### src/rtl/outp_pkg.sv
// Shared constants, types and helpers for the output peripheral bank.
// The address map is expressed as a HEX base plus per-register offsets.
package outp_pkg;

    localparam logic [11:0] HEX_BASE   = 12'h800;
    localparam logic [11:0] HEX_STRIDE = 12'h010;
    localparam logic [11:0] LEDR_OFS   = 12'h080;
    localparam logic [11:0] LEDG_OFS   = 12'h090;
    localparam logic [11:0] LCD_OFS    = 12'h0A0;
    localparam logic [11:0] STATUS_OFS = 12'h0B0;

    // LCD register: [7:0] data, [8] RS, [9] RW, [10] ON
    localparam int LCD_REG_W  = 11;
    localparam int LCD_RS_BIT = 8;
    localparam int LCD_RW_BIT = 9;
    localparam int LCD_ON_BIT = 10;

    typedef enum logic [1:0] {
        IDLE  = 2'd0,
        SETUP = 2'd1,
        PULSE = 2'd2,
        HOLD  = 2'd3
    } lcd_state_e;

    // Active-low segments, bit 6 = g ... bit 0 = a.
    function automatic logic [6:0] seg7_decode(input logic [3:0] nib);
        logic [6:0] seg;
        case (nib)
            4'h0: seg = 7'b1000000;
            4'h1: seg = 7'b1111001;
            4'h2: seg = 7'b0100100;
            4'h3: seg = 7'b0110000;
            4'h4: seg = 7'b0011001;
            4'h5: seg = 7'b0010010;
            4'h6: seg = 7'b0000010;
            4'h7: seg = 7'b1111000;
            4'h8: seg = 7'b0000000;
            4'h9: seg = 7'b0010000;
            4'hA: seg = 7'b0001000;
            4'hB: seg = 7'b0000011;
            4'hC: seg = 7'b1000110;
            4'hD: seg = 7'b0100001;
            4'hE: seg = 7'b0000110;
            default: seg = 7'b0001110;
        endcase
        return seg;
    endfunction

    function automatic logic [31:0] lane_merge(input logic [31:0] old_w,
                                               input logic [31:0] new_w,
                                               input logic [3:0]  strb);
        logic [31:0] mask;
        mask = {{8{strb[3]}}, {8{strb[2]}}, {8{strb[1]}}, {8{strb[0]}}};
        return (old_w & ~mask) | (new_w & mask);
    endfunction

endpackage

### src/rtl/outp_lcd_seq.sv
// LCD bus sequencer: IDLE -> SETUP -> PULSE (E high) -> HOLD -> IDLE,
// timed by one down-counter reloaded on every state entry.
module outp_lcd_seq
    import outp_pkg::*;
#(
    parameter int LCD_SETUP = 2,
    parameter int LCD_PULSE = 12,
    parameter int LCD_HOLD  = 2
) (
    input  logic clk_i,
    input  logic rst_ni,
    input  logic start_i,
    output logic lcd_en_o,
    output logic busy_o
);

    localparam int CNT_W = 16;

    lcd_state_e       r_state, w_state_nxt;
    logic [CNT_W-1:0] r_cnt, w_cnt_nxt;
    logic             r_en, r_busy;
    logic             w_cnt_zero;

    assign w_cnt_zero = (r_cnt == '0);

    // NOTE: defaults first so no path through the case leaves a variable unassigned (no latch).
    always_comb begin
        w_state_nxt = r_state;
        w_cnt_nxt   = r_cnt;
        case (r_state)
            IDLE: begin
                if (start_i) begin
                    w_state_nxt = SETUP;
                    w_cnt_nxt   = CNT_W'(LCD_SETUP - 1);
                end
            end
            SETUP: begin
                if (w_cnt_zero) begin
                    w_state_nxt = PULSE;
                    w_cnt_nxt   = CNT_W'(LCD_PULSE - 1);
                end else begin
                    w_cnt_nxt = r_cnt - CNT_W'(1);
                end
            end
            PULSE: begin
                if (w_cnt_zero) begin
                    w_state_nxt = HOLD;
                    w_cnt_nxt   = CNT_W'(LCD_HOLD - 1);
                end else begin
                    w_cnt_nxt = r_cnt - CNT_W'(1);
                end
            end
            default: begin
                if (w_cnt_zero) begin
                    w_state_nxt = IDLE;
                end else begin
                    w_cnt_nxt = r_cnt - CNT_W'(1);
                end
            end
        endcase
    end

    // E and busy are registered from the next state so the LCD pin never glitches on state decode.
    // NOTE: sequential state uses non-blocking assignments only.
    always_ff @(posedge clk_i or negedge rst_ni) begin
        if (!rst_ni) begin
            r_state <= IDLE;
            r_cnt   <= '0;
            r_en    <= 1'b0;
            r_busy  <= 1'b0;
        end else begin
            r_state <= w_state_nxt;
            r_cnt   <= w_cnt_nxt;
            r_en    <= (w_state_nxt == PULSE);
            r_busy  <= (w_state_nxt != IDLE);
        end
    end

    assign lcd_en_o = r_en;
    assign busy_o   = r_busy;

endmodule

### src/rtl/output_peripheral_v2.sv
// Memory-mapped HEX/LEDR/LEDG/LCD/STATUS output bank with byte-lane stores and registered read-back.
// Define OUTP_HEX_DECODE_EN to store HEX nibbles and drive hex_o through the 7-segment decoder.
module output_peripheral_v2
    import outp_pkg::*;
#(
    parameter int NUM_HEX   = 8,
    parameter int LEDR_W    = 17,
    parameter int LEDG_W    = 8,
    parameter int LCD_SETUP = 2,
    parameter int LCD_PULSE = 12,
    parameter int LCD_HOLD  = 2
) (
    input  logic                 clk_i,
    input  logic                 rst_ni,
    input  logic                 st_en_i,
    input  logic [3:0]           st_strb_i,
    input  logic [11:0]          addr_i,
    input  logic [31:0]          st_data_i,
    output logic [31:0]          ld_data_o,
    output logic [7*NUM_HEX-1:0] hex_o,
    output logic [LEDR_W-1:0]    ledr_o,
    output logic [LEDG_W-1:0]    ledg_o,
    output logic [7:0]           lcd_data_o,
    output logic                 lcd_rs_o,
    output logic                 lcd_rw_o,
    output logic                 lcd_on_o,
    output logic                 lcd_en_o,
    output logic                 lcd_busy_o
);

`ifdef OUTP_HEX_DECODE_EN
    localparam int HEX_W = 4;
`else
    localparam int HEX_W = 7;
`endif

    logic [HEX_W-1:0]     r_hex [NUM_HEX];
    logic [LEDR_W-1:0]    r_ledr;
    logic [LEDG_W-1:0]    r_ledg;
    logic [LCD_REG_W-1:0] r_lcd;
    logic                 r_overrun;

    logic [NUM_HEX-1:0] w_hex_sel;
    logic               w_ledr_sel, w_ledg_sel, w_lcd_sel, w_stat_sel;
    logic               w_busy, w_lcd_hit, w_lcd_start, w_ovr_set, w_ovr_clr;
    logic [31:0]        w_ledr_wr, w_ledg_wr, w_lcd_wr, w_rdata;
    logic               w_unused;

    for (genvar gi = 0; gi < NUM_HEX; gi++) begin : g_hex
        assign w_hex_sel[gi] = (addr_i == HEX_BASE + HEX_STRIDE * 12'(gi));
`ifdef OUTP_HEX_DECODE_EN
        assign hex_o[7*gi +: 7] = seg7_decode(r_hex[gi]);
`else
        assign hex_o[7*gi +: 7] = r_hex[gi];
`endif
    end

    assign w_ledr_sel = (addr_i == HEX_BASE + LEDR_OFS);
    assign w_ledg_sel = (addr_i == HEX_BASE + LEDG_OFS);
    assign w_lcd_sel  = (addr_i == HEX_BASE + LCD_OFS);
    assign w_stat_sel = (addr_i == HEX_BASE + STATUS_OFS);

    assign w_ledr_wr = lane_merge(32'(r_ledr), st_data_i, st_strb_i);
    assign w_ledg_wr = lane_merge(32'(r_ledg), st_data_i, st_strb_i);
    assign w_lcd_wr  = lane_merge(32'(r_lcd), st_data_i, st_strb_i);

    // LCD stores only land when the sequencer is idle; anything arriving while busy flags overrun.
    assign w_lcd_hit   = st_en_i && w_lcd_sel;
    assign w_lcd_start = w_lcd_hit && (|st_strb_i) && !w_busy;
    assign w_ovr_set   = w_lcd_hit && w_busy;
    assign w_ovr_clr   = st_en_i && w_stat_sel && st_strb_i[0] && st_data_i[1];

    always_comb begin
        w_rdata = '0;
        for (int i = 0; i < NUM_HEX; i++) begin
            if (w_hex_sel[i]) w_rdata = 32'(r_hex[i]);
        end
        if (w_ledr_sel) w_rdata = 32'(r_ledr);
        if (w_ledg_sel) w_rdata = 32'(r_ledg);
        if (w_lcd_sel)  w_rdata = 32'(r_lcd);
        if (w_stat_sel) w_rdata = {30'd0, r_overrun, w_busy};
    end

    // NOTE: the HEX array is a handful of output registers, so every entry gets a reset value.
    always_ff @(posedge clk_i or negedge rst_ni) begin
        if (!rst_ni) begin
            for (int i = 0; i < NUM_HEX; i++) r_hex[i] <= '0;
            r_ledr    <= '0;
            r_ledg    <= '0;
            r_lcd     <= '0;
            r_overrun <= 1'b0;
            ld_data_o <= '0;
        end else begin
            for (int i = 0; i < NUM_HEX; i++) begin
                if (st_en_i && w_hex_sel[i] && st_strb_i[0]) r_hex[i] <= st_data_i[HEX_W-1:0];
            end
            if (st_en_i && w_ledr_sel) r_ledr <= w_ledr_wr[LEDR_W-1:0];
            if (st_en_i && w_ledg_sel) r_ledg <= w_ledg_wr[LEDG_W-1:0];
            if (w_lcd_start)           r_lcd  <= w_lcd_wr[LCD_REG_W-1:0];
            if (w_ovr_set)             r_overrun <= 1'b1;
            else if (w_ovr_clr)        r_overrun <= 1'b0;
            ld_data_o <= w_rdata;
        end
    end

    outp_lcd_seq #(
        .LCD_SETUP(LCD_SETUP),
        .LCD_PULSE(LCD_PULSE),
        .LCD_HOLD (LCD_HOLD)
    ) u_lcd_seq (
        .clk_i   (clk_i),
        .rst_ni  (rst_ni),
        .start_i (w_lcd_start),
        .lcd_en_o(lcd_en_o),
        .busy_o  (w_busy)
    );

    assign ledr_o     = r_ledr;
    assign ledg_o     = r_ledg;
    assign lcd_data_o = r_lcd[7:0];
    assign lcd_rs_o   = r_lcd[LCD_RS_BIT];
    assign lcd_rw_o   = r_lcd[LCD_RW_BIT];
    assign lcd_on_o   = r_lcd[LCD_ON_BIT];
    assign lcd_busy_o = w_busy;

    // Store-word bits above each register's width are intentionally dropped.
    assign w_unused = ^{1'b0, w_ledr_wr, w_ledg_wr, w_lcd_wr, st_data_i};

endmodule

### config.mk
export PLATFORM = sky130hd
export DESIGN_NAME = output_peripheral_v2
export DESIGN_NICKNAME = d
export VERILOG_FILES = /design/src/rtl/outp_pkg.sv /design/src/rtl/outp_lcd_seq.sv /design/src/rtl/output_peripheral_v2.sv
export SDC_FILE = /design/constraint.sdc
export NUM_CORES = 1
export LEC_CHECK = 0
export CAP_MARGIN = 20
export CORE_ASPECT_RATIO = 0.8
export CORE_MARGIN = 5
export CORE_UTILIZATION = 45
export CTS_CLUSTER_SIZE = 28
export DETAILED_ROUTE_END_ITERATION = 10
export GPL_TIMING_DRIVEN = 0
export PLACE_DENSITY = 0.79
export SYNTH_ARGS = -nofsm -noshare
export SYNTH_HDL_FRONTEND = slang
export SYNTH_SLANG_ARGS = --single-unit
### constraint.sdc
create_clock -name clk_i -period 3.2 [get_ports clk_i]
set_input_delay 0.48 -clock clk_i [delete_from_list [all_inputs] [get_ports clk_i]]
set_output_delay 0.48 -clock clk_i [all_outputs]
set_load 0.02 [all_outputs]
==> impl_metrics.py <==
metrics = {
    "worst_hold_path": {
        "hold_class": "primary input to async pin",
    },
    "place": {
        "dp.cells": 854,
        "post-place-ws_ps": -531.4,
        "gp_congestion": 0.9029,
        "place_hpwl_um": 13310,
        "port-buffer-count": 143,
    },
    "floorplan": {
        "fp.dieArea_sq_um": 16260,
        "core_area_sq_um": 13550,
        "dieHeight_um": 115.1,
        "pin_count": 177,
        "die_w_um": 141.3,
        "initial_core_util_pct": 45.82,
        "row_count": 38,
    },
    "logic_synthesis": {
        "yosysSeqAreaShare_pct": 52.40,
        "synth_area_per_cell_sq_um": 12.08,
        "synth.distinct_cells": 58,
        "yosys_warnings": 0,
        "syn_area_sq_um": 6208,
        "ys.flop_type": "dfrtp_1",
        "async_flop_share_pct": 100.0,
        "synth_edf_count": 0,
        "syn_inst": 514,
        "synth_seq_cells": 130,
    },
    "timing": {
        "slew_violations": 0,
        "hold_viol_final": 0,
        "max_slew.worst_pin.slew_ps": 838.3,
        "fin_crit_ps": 3058,
        "max_freq_mhz": 327.0,
        "holdWs_ps": 35.83,
        "setup_violations": 0,
        "post-route-period-util_pct": 95.56,
        "final.setup.tns_ps": 0,
        "finalClockSkew_ps": 10.21,
        "timing.slew.headroom_pct": 43.60,
        "layout_setup_ws_ps": 142.0,
    },
    "layout": {
        "final_common_cell": "clkdlybuf4s50_1",
        "mostFrequentLayoutCells": "clkdlybuf4s50_1, dfrtp_1, mux2_2, nor2_1, clkbuf_1",
        "fillers": 1029,
        "num_antenna_cells": 0,
        "syn_to_final_growth_pct": 38.84,
        "layoutNonFillerInstCount": 886,
        "nets": 745,
        "drive_above_1_share_pct": 24.65,
    },
    "global_routing": {
        "grt_use_total_pct": 22.70,
        "grt_max_degree": 71,
        "grt_pass1_vias": 5156,
        "grt_pass1_wl_um": 28450,
        "antenna_found_initial": 0,
        "grt_overflow": 0,
    },
    "status": {
        "status": "completed",
    },
    "power_and_ir_drop": {
        "finalPower_mw": 4.006,
        "power_leakage_nw": 3.852,
        "p_sw_mw": 0.9307,
        "clkPwrFrac_pct": 51.5,
        "irDropWorstVdd_mv": 0.3630,
        "seqPwrFrac_pct": 41.9,
        "intPower_mw": 3.076,
        "pwr-share-comb_pct": 6.6,
        "power_density_nw_per_um2": 464.8,
        "swShare_pct": 23.23,
    },
    "clocking": {
        "clkLatencyLatePin_ps": 420,
        "root_buffer": "clkbuf_16",
        "cts_made_buffers": 17,
        "cts-htree-levels": 4,
        "numClockSinks": 130,
        "cts_tree": "yes",
        "cts_max_path_buffers": 2,
        "post_cts_buffers": 0,
        "cts_hold_buf": 0,
        "clk_pin_slew_ps": 60,
    },
    "worst_setup_path": {
        "crit_fanout": 8,
        "critPathCaptureType": "flop",
        "arrival_ps": 3360,
        "max_stage_delay_ps": 740,
        "path_cells": "clkdlybuf4s50_1 -> nor4b_2 -> nand3_1 -> nor4_2 -> buf_4 -> mux2_2",
        "slowest_stage": "nor4b_2",
        "startpoint_type": "primary input",
        "path_class": "primary input to flop",
        "worstPathRequired_ps": 3500,
    },
    "job": {
        "drv_cap": 0,
    },
    "routing": {
        "viasPerCell": 5.763,
        "drc_errors": 0,
        "via_count": 5106,
        "drt_first_pass_iters": 7,
        "wire_per_inst_um": 20.68,
        "drtIter0Drc": 413,
        "wl_um": 18320,
        "ant_nets": 0,
    },
}
## cell type report
class	count	area [sq um]	area share, %
Buffer	46	239.0	2.773
Clock buffer	17	425.4	4.935
Clock inverter	15	206.4	2.395
Inverter	7	26.28	0.3048
Multi-Input combinational cell	345	2769	32.12
Sequential cell	130	3253	37.74
Tap cell	180	225.2	2.613
Timing Repair Buffer	146	1475	17.11
## cells in the mapped netlist (all sizes together) (2+ instances only)
cell,number,area share [%]
mux2,95,17
a221o,4,0.64
o32ai,2,0.58
dfrtp,130,52
xor2,2,0.28
mux4,6,2.2
nand3,12,0.97
o41ai,2,0.28
nor4,8,1.0
nor3,7,0.73
o22ai,4,0.40
clkbuf,26,1.6
buf,20,2.2
a22o,6,0.85
a311o,2,0.32
and2,2,0.20
or4,14,1.9
or4b,3,0.48
mux2i,10,1.6
a31oi,4,0.40
nor2b,6,0.60
and3,8,0.81
o31ai,8,0.97
o21ai,20,1.6
a211oi,4,0.48
nand4,5,0.50
nand2b,6,0.60
inv,6,0.36
nand2,20,1.2
o21a,2,0.24
a21oi,21,1.7
nor2,26,1.6
or3,5,0.52
o311ai,2,0.28
## timing repair
action,in CTS,in global routing
hold endpoints to repair,0,0
pin swaps,0,0
endpoints found under the setup margin,8,33
resized for setup,1,6
## worst max-delay path, delay by kind of cell
kind                   cells  cell delay, ps
buffers and inverters      2             710
AND/OR/NAND/NOR            3            1830
multiplexers               1             330
## worst paths after layout
check,from,end,slack [ps],cells past startpoint
hold reg to reg,flop,ld_data_o[9]$_DFF_PN0_,530,1
hold / removal,rst_ni,hex_o[24]$_DFFE_PN0P_,40,1
setup reg to reg,u_lcd_seq.r_cnt[1]$_DFFE_PN0P_,u_lcd_seq.r_cnt[12]$_DFFE_PN0P_,180,8
setup / recovery,addr_i[9],flop,140,6
min in group clk_i,flop,ld_data_o[9]$_DFF_PN0_,530,1
max in group asynchronous,rst_ni,async pin,2410,2
## routing by layer
layer	track usage, %	up-vias	part of all wire [%]
met5	0	-	0
met4	6.327	0	1.4
met3	8.607	28	9.9
met2	34.56	262	46
met1	30.66	2555	43
li1	-	2261	-
## stage by stage
step | instance area (sq um) | utilization, %
floorplan | 6261 | -
global placement | 7918 | 58.43
detailed placement | 7961 | 58.75
CTS | 8598 | 63.45
global route | 8620 | 63.61
finish | 8620 | 63.61
## cell families after synthesis
logic type	Yosys count	share of synthesized area, %
AO/OA/AOI/OAI	88	9.835
other	1	0.06040
AND/OR/NAND/NOR	127	11.83
multiplexers	111	21.02
buffers and inverters	53	4.232
XOR/XNOR	3	0.4233
flip-flops	130	52.40
adder cells (fa/ha/maj)	1	0.2015
## power groups by stage
stage                     logic [mW]  clock network [mW]  registers, mW
after floorplan                0.131                   0           1.71
after global placement         0.245                   0           1.71
after detailed placement       0.258                   0           1.71
after CTS                      0.260                2.08           1.68
after global routing           0.288                2.16           1.68
final                          0.264                2.06           1.68
Note: power is estimated with default switching activity, not from simulation.
